<file path="src/rtl/if_id_pipe_reg.sv">
// IF/ID pipeline register with valid/ready handshake, optional one-entry skid buffer,
// flush-to-NOP and a saturating stall counter. All state moves on the falling clock edge.
module if_id_pipe_reg #(
   parameter int unsigned             PC_W      = 16,
   parameter int unsigned             INSTR_W   = 16,
   parameter logic [INSTR_W-1:0]      NOP_INSTR = '0,
   parameter bit                      SKID      = 1'b1,
   parameter int unsigned             CNT_W     = 16
) (
   input  logic               clk,
   input  logic               rst,
   input  logic               in_valid,
   output logic               in_ready,
   input  logic [PC_W-1:0]    PC_plus_two,
   input  logic [INSTR_W-1:0] instruction,
   input  logic               flush,
   input  logic               out_ready,
   output logic               out_valid,
   output logic [PC_W-1:0]    O_PC_plus_two,
   output logic [INSTR_W-1:0] O_instruction,
   output logic [CNT_W-1:0]   stall_cnt
);

   typedef enum logic [1:0] {
      S_EMPTY = 2'd0,
      S_MAIN  = 2'd1,
      S_BOTH  = 2'd2
   } occ_e;

   occ_e               state_q, state_d;
   logic [PC_W-1:0]    main_pc_q, main_pc_d;
   logic [INSTR_W-1:0] main_ins_q, main_ins_d;
   logic [PC_W-1:0]    skid_pc_q, skid_pc_d;
   logic [INSTR_W-1:0] skid_ins_q, skid_ins_d;
   logic [CNT_W-1:0]   cnt_q, cnt_d;
   logic               rdy_q, rdy_d;

   logic main_valid;
   logic skid_valid;
   logic main_free;
   logic in_fire;

   assign main_valid = (state_q != S_EMPTY);
   assign skid_valid = (state_q == S_BOTH);
   assign main_free  = !main_valid || out_ready;

   // With a skid entry, ready comes straight from a flop so fetch never sees a comb path from decode.
   assign in_ready = SKID ? rdy_q : main_free;
   assign in_fire  = in_valid && in_ready;

   always_comb begin
      state_d    = state_q;
      main_pc_d  = main_pc_q;
      main_ins_d = main_ins_q;
      skid_pc_d  = skid_pc_q;
      skid_ins_d = skid_ins_q;
      cnt_d      = cnt_q;

      if (flush) begin
         state_d    = S_EMPTY;
         main_ins_d = NOP_INSTR;
      end else begin
         if (main_valid && !out_ready && (cnt_q != '1)) begin
            cnt_d = cnt_q + 1'b1;
         end
         if (main_free) begin
            if (skid_valid) begin
               main_pc_d  = skid_pc_q;
               main_ins_d = skid_ins_q;
               state_d    = S_MAIN;
            end else if (in_fire) begin
               main_pc_d  = PC_plus_two;
               main_ins_d = instruction;
               state_d    = S_MAIN;
            end else begin
               main_ins_d = NOP_INSTR;
               state_d    = S_EMPTY;
            end
         end else if (SKID && in_fire) begin
            skid_pc_d  = PC_plus_two;
            skid_ins_d = instruction;
            state_d    = S_BOTH;
         end
      end

      rdy_d = (state_d != S_BOTH);
   end

   always_ff @(negedge clk or posedge rst) begin
      if (rst) begin
         state_q    <= S_EMPTY;
         main_pc_q  <= '0;
         main_ins_q <= NOP_INSTR;
         skid_pc_q  <= '0;
         skid_ins_q <= '0;
         cnt_q      <= '0;
         rdy_q      <= 1'b1;
      end else begin
         state_q    <= state_d;
         main_pc_q  <= main_pc_d;
         main_ins_q <= main_ins_d;
         skid_pc_q  <= skid_pc_d;
         skid_ins_q <= skid_ins_d;
         cnt_q      <= cnt_d;
         rdy_q      <= rdy_d;
      end
   end

   assign out_valid     = main_valid;
   assign O_PC_plus_two = main_pc_q;
   assign O_instruction = main_ins_q;
   assign stall_cnt     = cnt_q;

endmodule

</file>
<file path="config.mk">
export PLATFORM = sky130hd
export DESIGN_NAME = if_id_pipe_reg
export DESIGN_NICKNAME = d
export VERILOG_FILES = /design/src/rtl/if_id_pipe_reg.sv
export SDC_FILE = /design/constraint.sdc
export NUM_CORES = 1
export LEC_CHECK = 0
export BUFFER_PORTS_ARGS = -buffer_cell sky130_fd_sc_hd__buf_2
export CAP_MARGIN = 25
export CORE_UTILIZATION = 53
export CTS_CLUSTER_DIAMETER = 120
export DETAILED_ROUTE_END_ITERATION = 10
export PLACE_DENSITY = 0.87
export REMOVE_ABC_BUFFERS = 1
export SLEW_MARGIN = 30
export SYNTH_ARGS = -nofsm -noshare
export SYNTH_HDL_FRONTEND = slang
export SYNTH_SLANG_ARGS = --single-unit
</file>
<file path="constraint.sdc">
create_clock -name clk -period 3.2 [get_ports clk]
set_clock_uncertainty 0.2 [all_clocks]
set_input_delay 0.16 -clock clk [delete_from_list [all_inputs] [get_ports clk]]
set_output_delay 0.16 -clock clk [all_outputs]
set_load 0.01 [all_outputs]
</file>
# ---- Word-level counts from Yosys, hierarchy flattened
# Index checks and enable logic that the tools add are counted.
dict set report op_classes {
  eq_ne 3
  muxes 11
  reduce_logical 12
  n_addsub 1
  n_bitwise 2
}
# cell n
set op_table {}
lappend op_table {{16-bit 2-to-1 mux} 6}
lappend op_table {{16-bit by 1-bit adder with 16-bit output, second input constant} 1}
lappend op_table {{16-bit != test, second input constant} 1}
lappend op_table {{2-bit 2-to-1 mux} 3}
lappend op_table {{3-bit AND reduction} 2}
lappend op_table {{2-bit nonzero test} 3}
lappend op_table {{1-bit logical AND} 3}
lappend op_table {{2-bit equality test, second input constant} 1}
lappend op_table {{1-bit logical NOT} 2}
lappend op_table {{1-bit 2-to-1 mux} 2}
lappend op_table {{2-bit != test, second input constant} 1}
lappend op_table {{1-bit inverter} 2}
lappend op_table {{2-bit AND reduction} 1}
lappend op_table {{1-bit logical OR} 1}
dict set report totals {
  inputBits 37
  reg_bits 83
  out_inout_bits 50
  word_cells 36
}

# ---- Logic depth before layout (Yosys ltp)
# Gate-level depths: netlist (run 1).
dict set report depth {
  depth_word 6
  ltp_mapped 5
  depth_no_buf 5
}

==> results of run 1 <==
[cell usage after synthesis (2+ instances only)]
| library cell | n | area, sq um |
|---|---|---|
| sky130_fd_sc_hd__nand4_1 | 5 | 31.3 |
| sky130_fd_sc_hd__dfrtn_1 | 82 | 2050 |
| sky130_fd_sc_hd__nor2_1 | 5 | 18.8 |
| sky130_fd_sc_hd__o21ai_0 | 18 | 90.1 |
| sky130_fd_sc_hd__clkbuf_1 | 4 | 15.0 |
| sky130_fd_sc_hd__inv_1 | 5 | 18.8 |
| sky130_fd_sc_hd__and3_1 | 2 | 12.5 |
| sky130_fd_sc_hd__nand4_2 | 2 | 25.0 |
| sky130_fd_sc_hd__xnor2_1 | 4 | 35.0 |
| sky130_fd_sc_hd__mux2_2 | 65 | 732 |
| sky130_fd_sc_hd__and4_1 | 2 | 17.5 |
| sky130_fd_sc_hd__xor2_1 | 8 | 70.1 |
| sky130_fd_sc_hd__nand3_1 | 6 | 30.0 |
| sky130_fd_sc_hd__nor3_1 | 4 | 20.0 |
| sky130_fd_sc_hd__mux2i_1 | 17 | 170 |
| sky130_fd_sc_hd__buf_2 | 6 | 30.0 |
| sky130_fd_sc_hd__nor4_1 | 5 | 31.3 |
| sky130_fd_sc_hd__nand2_1 | 26 | 97.6 |
[routing by layer]
| layer | global-route usage | up-vias | wire [microns] |
|---|---|---|---|
| li1 | - | 1197 | - |
| met1 | 0.281 | 1285 | 3260 |
| met2 | 0.373 | 66 | 3610 |
| met3 | 0.0554 | 8 | 384 |
| met4 | 0.0693 | 0 | 76 |
| met5 | 0 | - | 0 |
[sequential cells by signal, indices dropped and copies added, names as in the netlist]
| signal | cells |
|---|---|
| O_instruction | 16 |
| state_q | 2 |
| O_PC_plus_two | 16 |
| skid_ins_q | 16 |
| in_ready | 1 |
| stall_cnt | 16 |
| skid_pc_q | 16 |
[final timing paths]
path	endpoint	slack [ps]	cells after the start
worst max register to register	O_PC_plus_two[8]$_DFFE_NP0P_	980	4
worst min register to register	O_instruction[9]$_DFFE_NP0P_	220	2
worst min-delay path	O_instruction[9]$_DFFE_NP0P_	220	2
max in group asynchronous	O_instruction[6]$_DFFE_NP0P_	1150	3
min in group asynchronous	skid_pc_q[3]$_DFFE_NP0P_	1110	2
worst max-delay path	out_valid	120	3
[worst max-delay path, cell delays in order, from the launching register on]
cell	delay [ps]
sky130_fd_sc_hd__dfrtn_1	380
sky130_fd_sc_hd__nor2_2	170
sky130_fd_sc_hd__inv_1	100
sky130_fd_sc_hd__buf_2	140
[through the flow]
| step | hold slack (ps) | utilization | total power (uW) |
|---|---|---|---|
| after floorplan | 234 | - | 1740 |
| after global placement | 218 | 0.660 | 1930 |
| after detailed placement | 226 | 0.660 | 1960 |
| after CTS | 226 | 0.690 | 2710 |
| after global routing | 259 | 0.690 | 2830 |
| final | 220 | 0.690 | 2690 |
[power groups by stage]
stage                     combinational [uW]  sequential [uW]  clock (uW)
after CTS                                525             1420         768
final                                    517             1420         751
after detailed placement                 524             1440        3.91
after global routing                     565             1450         815
after global placement                   504             1420        3.91
after floorplan                          292             1450        3.91
[cells in the final DEF (no fill, tap or decap), types with 5 or more instances in the layout]
| cell type | instances |
|---|---|
| sky130_fd_sc_hd__buf_12 | 5 |
| sky130_fd_sc_hd__buf_2 | 86 |
| sky130_fd_sc_hd__buf_4 | 8 |
| sky130_fd_sc_hd__clkbuf_8 | 10 |
| sky130_fd_sc_hd__dfrtn_1 | 82 |
| sky130_fd_sc_hd__mux2_2 | 65 |
| sky130_fd_sc_hd__mux2i_1 | 17 |
| sky130_fd_sc_hd__nand2_1 | 26 |
| sky130_fd_sc_hd__nand3_1 | 6 |
| sky130_fd_sc_hd__nand4_1 | 5 |
| sky130_fd_sc_hd__nor4_1 | 5 |
| sky130_fd_sc_hd__o21ai_0 | 18 |
| sky130_fd_sc_hd__xor2_1 | 8 |
[kinds of logic after synthesis]
group,count (synthesis),synth area share
AOI/OAI and AO/OA,24,0.0389
adders and majority gates,1,0.00341
xor gates and xnor gates,12,0.0286
DFF,83,0.566
muxes,83,0.250
and+or+nand+nor,63,0.0937
buffers and inverters,16,0.0194
[cell type report]
type	instances	area [sq um]
inverter	4	16.3
clock inverter	5	53.8
fill	478	2020
multi-input combinational	183	1530
sequential	83	2080
clock buffer	12	145
tap	77	96.3
timing repair buffer	99	591
==> key figures, run 1 <==
Yosys
  • Post-synthesis area per instance: 13.0 sq um
  • EDFF count, synth: 0
  • Count of different cell masters after synthesis: 34
  • Top FF cell, synth: sky130_fd_sc_hd__dfrtn_1
  • Number of instances in the synthesized netlist: 282
  • Post-synthesis sequential element count: 83
  • Ys async rst share: 1.00
  • Post-Synthesis Cell Area: 0.00367 sq mm
  • Number of synthesis warnings: 0
  • Sequential area share after synthesis: 0.566

Route
  • 1st-iter DRT viols: 80
  • Post-detailed-route DRC marker count: 0
  • Total Routed Length: 7330 microns
  • Antenna Nets Post-Route: 0
  • Wire per inst: 15.8 microns
  • Number of optimization iterations in the first detailed-route pass: 4
  • Vias per std cell: 5.52
  • Total number of vias: 2556

Clock tree
  • Post-CTS resize count: 0
  • Post-CTS repair timing setup buffer count: 0
  • TritonCTS clock tree: built
  • Sinks on the clock net: 83
  • Worst-case clock buffer depth: 2
  • Source-to-sink clock delay at the later pin of the worst-skew pair: 370 ps
  • Post-cts hold buffer count: 0
  • CTS clock-pin slew for the worst setup and hold paths: 60 ps
  • CTS Buf Count: 9
  • Maximum level of the CTS H-tree: 3
  • Clock Tree Root: sky130_fd_sc_hd__clkbuf_8

Setup path
  • Worst setup path category: flop to primary output
  • Worst flop-to-flop path startpoint: state_q[0]$_DFF_NP0_
  • Startpoint class of the critical path: flop
  • Sort of element at the end of the critical path: primary output
  • Worst Path Required: 2840 ps
  • Critical Path Start: state_q[1]$_DFF_NP0_
  • Arrival time at the worst endpoint: 2720 ps
  • Maximum fanout along the worst path: 4

STA
  • Final worst setup slack: 121 ps
  • Remaining max-slew budget at the tightest pin: 0.634
  • Final hold vios: 0
  • Number of failing setup endpoints in the final timing report: 0
  • Unrepaired setup endpoints after global routing: no
  • Least-Margin Pin Slew: 546 ps
  • Total Negative Setup Slacks: 0 ps
  • Pins over their slew limit: 0

Flow run
  • Max-Cap Viols: 0

Pwr
  • Relative contribution of combinational cells to total power: 0.192
  • Cell leakage power: 0.00231 uW
  • Cell Pwr Density: 596 mW/mm^2
  • Switching power as a share of total power: 0.269
  • Seq pwr share: 0.528
  • Total net switching power: 722 uW
  • Internal Pwr Total: 1970 uW
  • Max VDD drop: 0.350 mV
  • Clock group share of total power: 0.279

Global routing
  • Initial antenna violation count: 0
  • Global-route wire length before repair: 12400 microns
  • Total routing usage reported by global routing: 0.221
  • Vias in the first global route: 2609
  • Largest net degree at the start of global routing: 36
  • Overflow left after global routing: 0

Placement
  • Post-detailed-placement half-perimeter wirelength: 5110 microns
  • Input/output buffers: 86
  • Post-place setup slack: -29.6 ps
  • Placed cell count: 447
  • Routability Congestion: 0.813
  • Placed inst area: 0.00431 sq mm

Finish
  • Antenna cells: 0
  • Final design instance area without fill: 0.00451 sq mm
  • Number of cells in the finished layout apart from fillers: 463
  • Area overhead of the layout relative to synthesis: 22.8%
  • Ratio of cells with drive above 1 in the final layout: 0.495
  • Number of nets in the final layout: 419

Floorplan
  • Row Count: 29
  • IO Pins: 87
  • Chip width: 85.2 microns
  • Total Die Area: 0.00726 sq mm
  • Initial standard-cell utilization of the core: 0.562
  • Y dimension of the die: 85.2 microns
  • Core Region: 0.00653 sq mm

Run status
  • Run status: finished clean

Worst hold path
  • Critical hold path startpoint: O_instruction[9]$_DFFE_NP0P_
  • HP Class: flop to flop
No activity file was read; power rests on OpenSTA's default activity.
==> inputs of run 2 (changes only) <==
CORE_ASPECT_RATIO = 1.25   (was default)
clock period = 3 ns   (was 3.2 ns; I/O delays follow)
==> key figures, run 2 (synthesis results as in run 1) <==
Clock tree
  • Sinks on the clock net: 83 (unchanged)
  • Maximum level of the CTS H-tree: 3 (unchanged)
  • Post-CTS repair timing setup buffer count: 0 (unchanged)
  • Source-to-sink clock delay at the later pin of the worst-skew pair: 380 ps (about the same)
  • Clock Tree Root: sky130_fd_sc_hd__clkbuf_8
  • CTS clock-pin slew for the worst setup and hold paths: 60 ps (about the same)
  • CTS Buf Count: 9 (unchanged)
  • Post-CTS resize count: 0 (unchanged)
  • Worst-case clock buffer depth: 2 (unchanged)
  • TritonCTS clock tree: built
  • Post-cts hold buffer count: 0 (unchanged)

STA
  • Remaining max-slew budget at the tightest pin: 0.687 (+0.0533)
  • Unrepaired setup endpoints after global routing: no
  • Min Hold Slack: 236 ps (+15.6 ps)
  • Number of failing setup endpoints in the final timing report: 0 (unchanged)
  • Pins over their slew limit: 0 (unchanged)
  • Least-Margin Pin Slew: 467 ps (-79.4 ps)
  • Final worst setup slack: 70.5 ps (-51.0 ps)
  • Final hold vios: 0 (unchanged)

Route
  • Total number of vias: 2604 (+1.9%)
  • Number of optimization iterations in the first detailed-route pass: 4 (unchanged)
  • Wire per inst: 15.6 microns (-1.6%)
  • Post-detailed-route DRC marker count: 0 (unchanged)
  • Vias per std cell: 5.45 (-1.3%)
  • Antenna Nets Post-Route: 0 (unchanged)
  • Total Routed Length: 7450 microns (+1.6%)
  • 1st-iter DRT viols: 104 (+30%)

Global routing
  • Largest net degree at the start of global routing: 31 (-14%)
  • Overflow left after global routing: 0 (unchanged)
  • Global-route wire length before repair: 12500 microns (+1.2%)
  • Total routing usage reported by global routing: 0.224 (+0.00299)
  • Initial antenna violation count: 0 (unchanged)
  • Vias in the first global route: 2725 (+4.4%)

Placement
  • Routability Congestion: 0.902 (+11%)
  • Post-detailed-placement half-perimeter wirelength: 5280 microns (+3.2%)
  • Post-place setup slack: -82.0 ps (-52.4 ps)
  • Input/output buffers: 86 (unchanged)
  • Placed cell count: 462 (+3.4%)

Setup path
  • Number of cell instances on the worst register-to-register path: 5 (+1)
  • Worst Path Required: 2650 ps (-190 ps)
  • Sequence of cells on the critical path: nor2_1 > inv_1 > buf_2
  • Worst setup path category: flop to primary output
  • Sort of element at the end of the critical path: primary output
  • Maximum fanout along the worst path: 4 (unchanged)
  • Startpoint class of the critical path: flop
  • Worst path top cell family by delay: flip-flops
  • Slowest stage cell on the critical path: sky130_fd_sc_hd__dfrtn_1
  • Arrival time at the worst endpoint: 2580 ps (-140 ps)
  • Stage delay of the slowest cell on the critical path: 450 ps (+70 ps)
  • Worst Path Buf+Inv: 2 (unchanged)
  • Number of gates on the worst path with buffers counted: 3 (unchanged)

Pwr
  • Cell leakage power: 0.00234 uW (+1.5%)
  • Total power consumption of the routed design: 2920 uW (+8.6%)
  • Max VDD drop: 0.362 mV (+3.5%)
  • Cell Pwr Density: 637 mW/mm^2 (+6.9%)

Finish
  • Antenna cells: 0 (unchanged)
  • Area overhead of the layout relative to synthesis: 24.7%
  • Layout filler cell count: 503 (+5.2%)
  • Number of cells in the finished layout apart from fillers: 478 (+3.2%)
  • Top library cells by usage in the layout, fill and taps aside: 86 x sky130_fd_sc_hd__buf_2, 82 x sky130_fd_sc_hd__dfrtn_1, 65 x sky130_fd_sc_hd__mux2_2
  • Number of nets in the final layout: 424 (+1.2%)
  • Ratio of cells with drive above 1 in the final layout: 0.501 (+0.00646)
  • Most frequent standard cell in the layout excluding fill and tap cells: sky130_fd_sc_hd__buf_2

Flow run
  • Max-Cap Viols: 0 (unchanged)

Worst hold path
  • HP Class: flop to flop
  • Hold Path Stages: 2 (unchanged)

Run status
  • Run status: finished clean

Floorplan
  • Row Count: 33 (+14%)
  • Chip width: 76.4 microns (-10%)
  • Y dimension of the die: 95.1 microns (+12%)
  • Core Region: 0.00665 sq mm (+1.8%)
  • IO Pins: 87 (unchanged)
  • Initial standard-cell utilization of the core: 0.552 (-0.00984)
  • Total Die Area: 0.00727 sq mm (about the same)
run 2: cell count changes in the layout (fill, tap and decap cells not counted):
| cell | delta |
|---|---|
| sky130_fd_sc_hd__buf_4 | +5 |
| sky130_fd_sc_hd__clkbuf_8 | +2 |
| sky130_fd_sc_hd__clkbuf_1 | -1 |
| sky130_fd_sc_hd__clkinv_2 | -1 |
| sky130_fd_sc_hd__nor2_1 | +1 |
| sky130_fd_sc_hd__nor2_2 | -1 |
| sky130_fd_sc_hd__nor3_2 | -1 |
| sky130_fd_sc_hd__nor3_4 | +1 |
run 2: final timing paths:
| kind | from | to | slack, ps |
|---|---|---|---|
| max reg2reg | stall_cnt[1]$_DFFE_NP0P_ | stall_cnt[14]$_DFFE_NP0P_ | 890 |
| min in group asynchronous | rst | O_PC_plus_two[1]$_DFFE_NP0P_ | 940 |
| min reg2reg | O_instruction[9]$_DFFE_NP0P_ | O_instruction[9]$_DFFE_NP0P_ | 240 |
| max | state_q[1]$_DFF_NP0_ | out_valid | 70 |
| min | O_instruction[9]$_DFFE_NP0P_ | O_instruction[9]$_DFFE_NP0P_ | 240 |
| max in group asynchronous | rst | stall_cnt[15]$_DFFE_NP0P_ | 1170 |
run 2: layer usage:
| layer | share of wire | GRT usage | vias up |
|---|---|---|---|
| met4 | 0.016 | 0.0946 | 0 |
| met1 | 0.43 | 0.277 | 1284 |
| met2 | 0.49 | 0.377 | 97 |
| met3 | 0.062 | 0.0565 | 12 |
| li1 | - | - | 1211 |
| met5 | 0 | 0 | - |
run 2: stage by stage:
step	instance area, sq um	TNS (ps)	util
CTS	4580	0	0.689
floorplan	3620	-100600	-
finish	4580	0	0.689
detailed placement	4370	-1330	0.657
global placement	4370	-1010	0.657
global route	4580	0	0.689
run 2: tightest hold or removal path: stages, from the launching register on:
cell	delay [ps]
sky130_fd_sc_hd__dfrtn_1	400
sky130_fd_sc_hd__nand2_1	50
sky130_fd_sc_hd__o21ai_0	70
run 2: power by group:
part / switching, uW / internal [uW]
Combinational: 242 / 314
Clock: 394 / 455
Sequential: 137 / 1380
Total: 773 / 2150
run 2: final cells by class:
type	count	area, sq um	area share
inverters	4	16.3	0.00355
clock inverters	4	48.8	0.0107
clock buffers	13	169	0.0369
well taps	87	109	0.0238
flip-flops and latches	83	2080	0.454
repair buffers	104	628	0.137
multi-input cells	183	1530	0.334
==> inputs of run 3 (changes only) <==
CORE_ASPECT_RATIO = 0.75   (was 1.25)
==> key figures, run 3 (synthesis results as in run 1) <==
Setup path
  • Critical Path Start: state_q[1]$_DFF_NP0_
  • Worst Path Required: 2650 ps (about the same)
  • R2r setup slk: 750 ps (-140 ps)
  • Sort of element at the end of the critical path: primary output
  • Arrival time at the worst endpoint: 2600 ps (+20 ps)
  • Worst flop-to-flop path startpoint: stall_cnt[0]$_DFFE_NP0P_
  • Maximum fanout along the worst path: 4 (unchanged)
  • Worst setup endpoint: out_valid
  • Number of cell instances on the worst register-to-register path: 5 (unchanged)
  • Reg-to-reg critical path endpoint: stall_cnt[10]$_DFFE_NP0P_
  • Worst setup path category: flop to primary output
  • Startpoint class of the critical path: flop

Global routing
  • Overflow left after global routing: 0 (unchanged)
  • Initial antenna violation count: 0 (unchanged)
  • Total routing usage reported by global routing: 0.234 (+0.00991)
  • Global-route wire length before repair: 12900 microns (+2.7%)
  • Largest net degree at the start of global routing: 47 (+52%)
  • Vias in the first global route: 2642 (-3.0%)

Clock tree
  • Post-CTS repair timing setup buffer count: 0 (unchanged)
  • CTS clock-pin slew for the worst setup and hold paths: 60 ps (about the same)
  • Clock Tree Root: sky130_fd_sc_hd__clkbuf_8
  • CTS Buf Count: 9 (unchanged)
  • TritonCTS clock tree: built
  • Source-to-sink clock delay at the later pin of the worst-skew pair: 380 ps (about the same)
  • Maximum level of the CTS H-tree: 3 (unchanged)
  • Sinks on the clock net: 83 (unchanged)
  • Worst-case clock buffer depth: 2 (unchanged)

Route
  • Total Routed Length: 7850 microns (+5.3%)
  • Total number of vias: 2589 (-0.58%)
  • Vias per std cell: 5.51 (+1.1%)
  • Post-detailed-route DRC marker count: 4 (+4)
  • Antenna Nets Post-Route: 0 (unchanged)
  • Number of optimization iterations in the first detailed-route pass: 7 (+3)
  • 1st-iter DRT viols: 84 (-19%)
  • Wire per inst: 16.7 microns (+7.1%)

STA
  • Unrepaired setup endpoints after global routing: no
  • Final hold vios: 0 (unchanged)
  • Number of failing setup endpoints in the final timing report: 0 (unchanged)
  • Remaining max-slew budget at the tightest pin: 0.586 (-0.101)
  • Min Hold Slack: 229 ps (-6.59 ps)
  • Least-Margin Pin Slew: 617 ps (+150 ps)
  • Pins over their slew limit: 0 (unchanged)

Run status
  • Run status: finished with violations
  • Failing checks: DRC

Floorplan
  • Core Region: 0.00651 sq mm (-2.1%)
  • Total Die Area: 0.00727 sq mm (about the same)
  • Y dimension of the die: 74.1 microns (-22%)
  • Initial standard-cell utilization of the core: 0.564 (+0.0120)
  • Row Count: 25 (-24%)
  • Chip width: 98.1 microns (+28%)
  • IO Pins: 87 (unchanged)

Finish
  • Antenna cells: 0 (unchanged)
  • Top library cells by usage in the layout, fill and taps aside: 85 x sky130_fd_sc_hd__buf_2, 82 x sky130_fd_sc_hd__dfrtn_1, 65 x sky130_fd_sc_hd__mux2_2
  • Number of cells in the finished layout apart from fillers: 470 (-1.7%)
  • Area of the multi-input gates: 0.00153 sq mm (about the same)
  • Area overhead of the layout relative to synthesis: 25.0%
  • Ratio of cells with drive above 1 in the final layout: 0.504 (+0.00258)
  • Number of nets in the final layout: 422 (-0.47%)
  • Most frequent standard cell in the layout excluding fill and tap cells: sky130_fd_sc_hd__buf_2
  • Sequential cell area in the final layout: 0.00208 sq mm (unchanged)
  • Final design instance area without fill: 0.00459 sq mm (+0.22%)
  • Layout filler cell count: 466 (-7.4%)

Flow run
  • Max-Cap Viols: 0 (unchanged)

Placement
  • Input/output buffers: 86 (unchanged)
  • Placed inst area: 0.00431 sq mm (-1.2%)
  • Routability Congestion: 0.828 (-8.2%)
  • Placed cell count: 454 (-1.7%)
  • Post-detailed-placement half-perimeter wirelength: 5650 microns (+7.0%)

Pwr
  • Cell leakage power: 0.00235 uW (+0.14%)
  • Max VDD drop: 0.361 mV (-0.37%)
  • Cell Pwr Density: 680 mW/mm^2 (+6.7%)

Worst hold path
  • HP Class: flop to flop
[run 3: cell types whose count changed in the layout (fill, tap and decap cells not counted)]
| cell | before | now |
|---|---|---|
| sky130_fd_sc_hd__inv_1 | 4 | 3 |
| sky130_fd_sc_hd__nor2_1 | 5 | 4 |
| sky130_fd_sc_hd__clkbuf_8 | 12 | 9 |
| sky130_fd_sc_hd__nor2_4 | 0 | 1 |
| sky130_fd_sc_hd__buf_2 | 86 | 85 |
| sky130_fd_sc_hd__clkinvlp_4 | 2 | 1 |
| sky130_fd_sc_hd__buf_12 | 5 | 3 |
| sky130_fd_sc_hd__nor3_4 | 1 | 0 |
| sky130_fd_sc_hd__bufinv_16 | 1 | 4 |
| sky130_fd_sc_hd__inv_6 | 0 | 1 |
| sky130_fd_sc_hd__inv_2 | 0 | 1 |
| sky130_fd_sc_hd__nor3_2 | 0 | 1 |
| sky130_fd_sc_hd__buf_6 | 0 | 1 |
[run 3: layout make-up]
type | instances | share of cell area
Inverter | 4 | 0.00354
Clock inverter | 7 | 0.0305
Tap cell | 81 | 0.0221
Timing Repair Buffer | 102 | 0.129
Sequential cell | 83 | 0.453
Multi-Input combinational cell | 183 | 0.334
Clock buffer | 10 | 0.0278
[run 3: where the power goes]
part	total [uW]	leakage (uW)	switching, uW	internal, uW
clock network	1040	0.000132	399	642
registers	1510	0.00104	136	1380
logic	568	0.00117	254	314
[run 3: how the worst min path moves through the flow]
stage,startpoint,endpoint,depth (start not counted)
4_1_cts,O_instruction[6]$_DFFE_NP0P_,O_instruction[6]$_DFFE_NP0P_,2
5_1_grt,skid_pc_q[9]$_DFFE_NP0P_,skid_pc_q[9]$_DFFE_NP0P_,1
2_1_floorplan,skid_pc_q[13]$_DFFE_NP0P_,skid_pc_q[13]$_DFFE_NP0P_,1
3_3_place_gp,O_instruction[12]$_DFFE_NP0P_,O_instruction[12]$_DFFE_NP0P_,2
6_report,O_instruction[6]$_DFFE_NP0P_,O_instruction[6]$_DFFE_NP0P_,2
3_5_place_dp,O_instruction[1]$_DFFE_NP0P_,O_instruction[1]$_DFFE_NP0P_,2
[run 3: metal layers]
layer	part of all wire	track usage
met5	0	0
met4	0.0055	0.0690
met3	0.073	0.0874
met2	0.48	0.387
met1	0.44	0.293
[run 3: stage by stage]
stage	setup slack (ps)	total power (uW)	TNS, ps	utilization
3_3_place_gp	-84.3	2060	-1010	0.663
6_report	52.3	3120	0	0.705
4_1_cts	5.14	3160	0	0.704
2_1_floorplan	-880	1860	-100600	-
5_1_grt	11.2	3270	0	0.705
3_5_place_dp	-143	2100	-2150	0.663
[run 3: repair_timing]
action                     CTS  global route
hold buffers                 0             0
setup endpoints to repair    1             1
resized for setup            1             3
[run 3: worst max-delay path: stages, from the launching register on]
cell and delay [ps]:
sky130_fd_sc_hd__dfrtn_1 510, sky130_fd_sc_hd__nor2_4 70, sky130_fd_sc_hd__inv_2 90, sky130_fd_sc_hd__buf_6 100
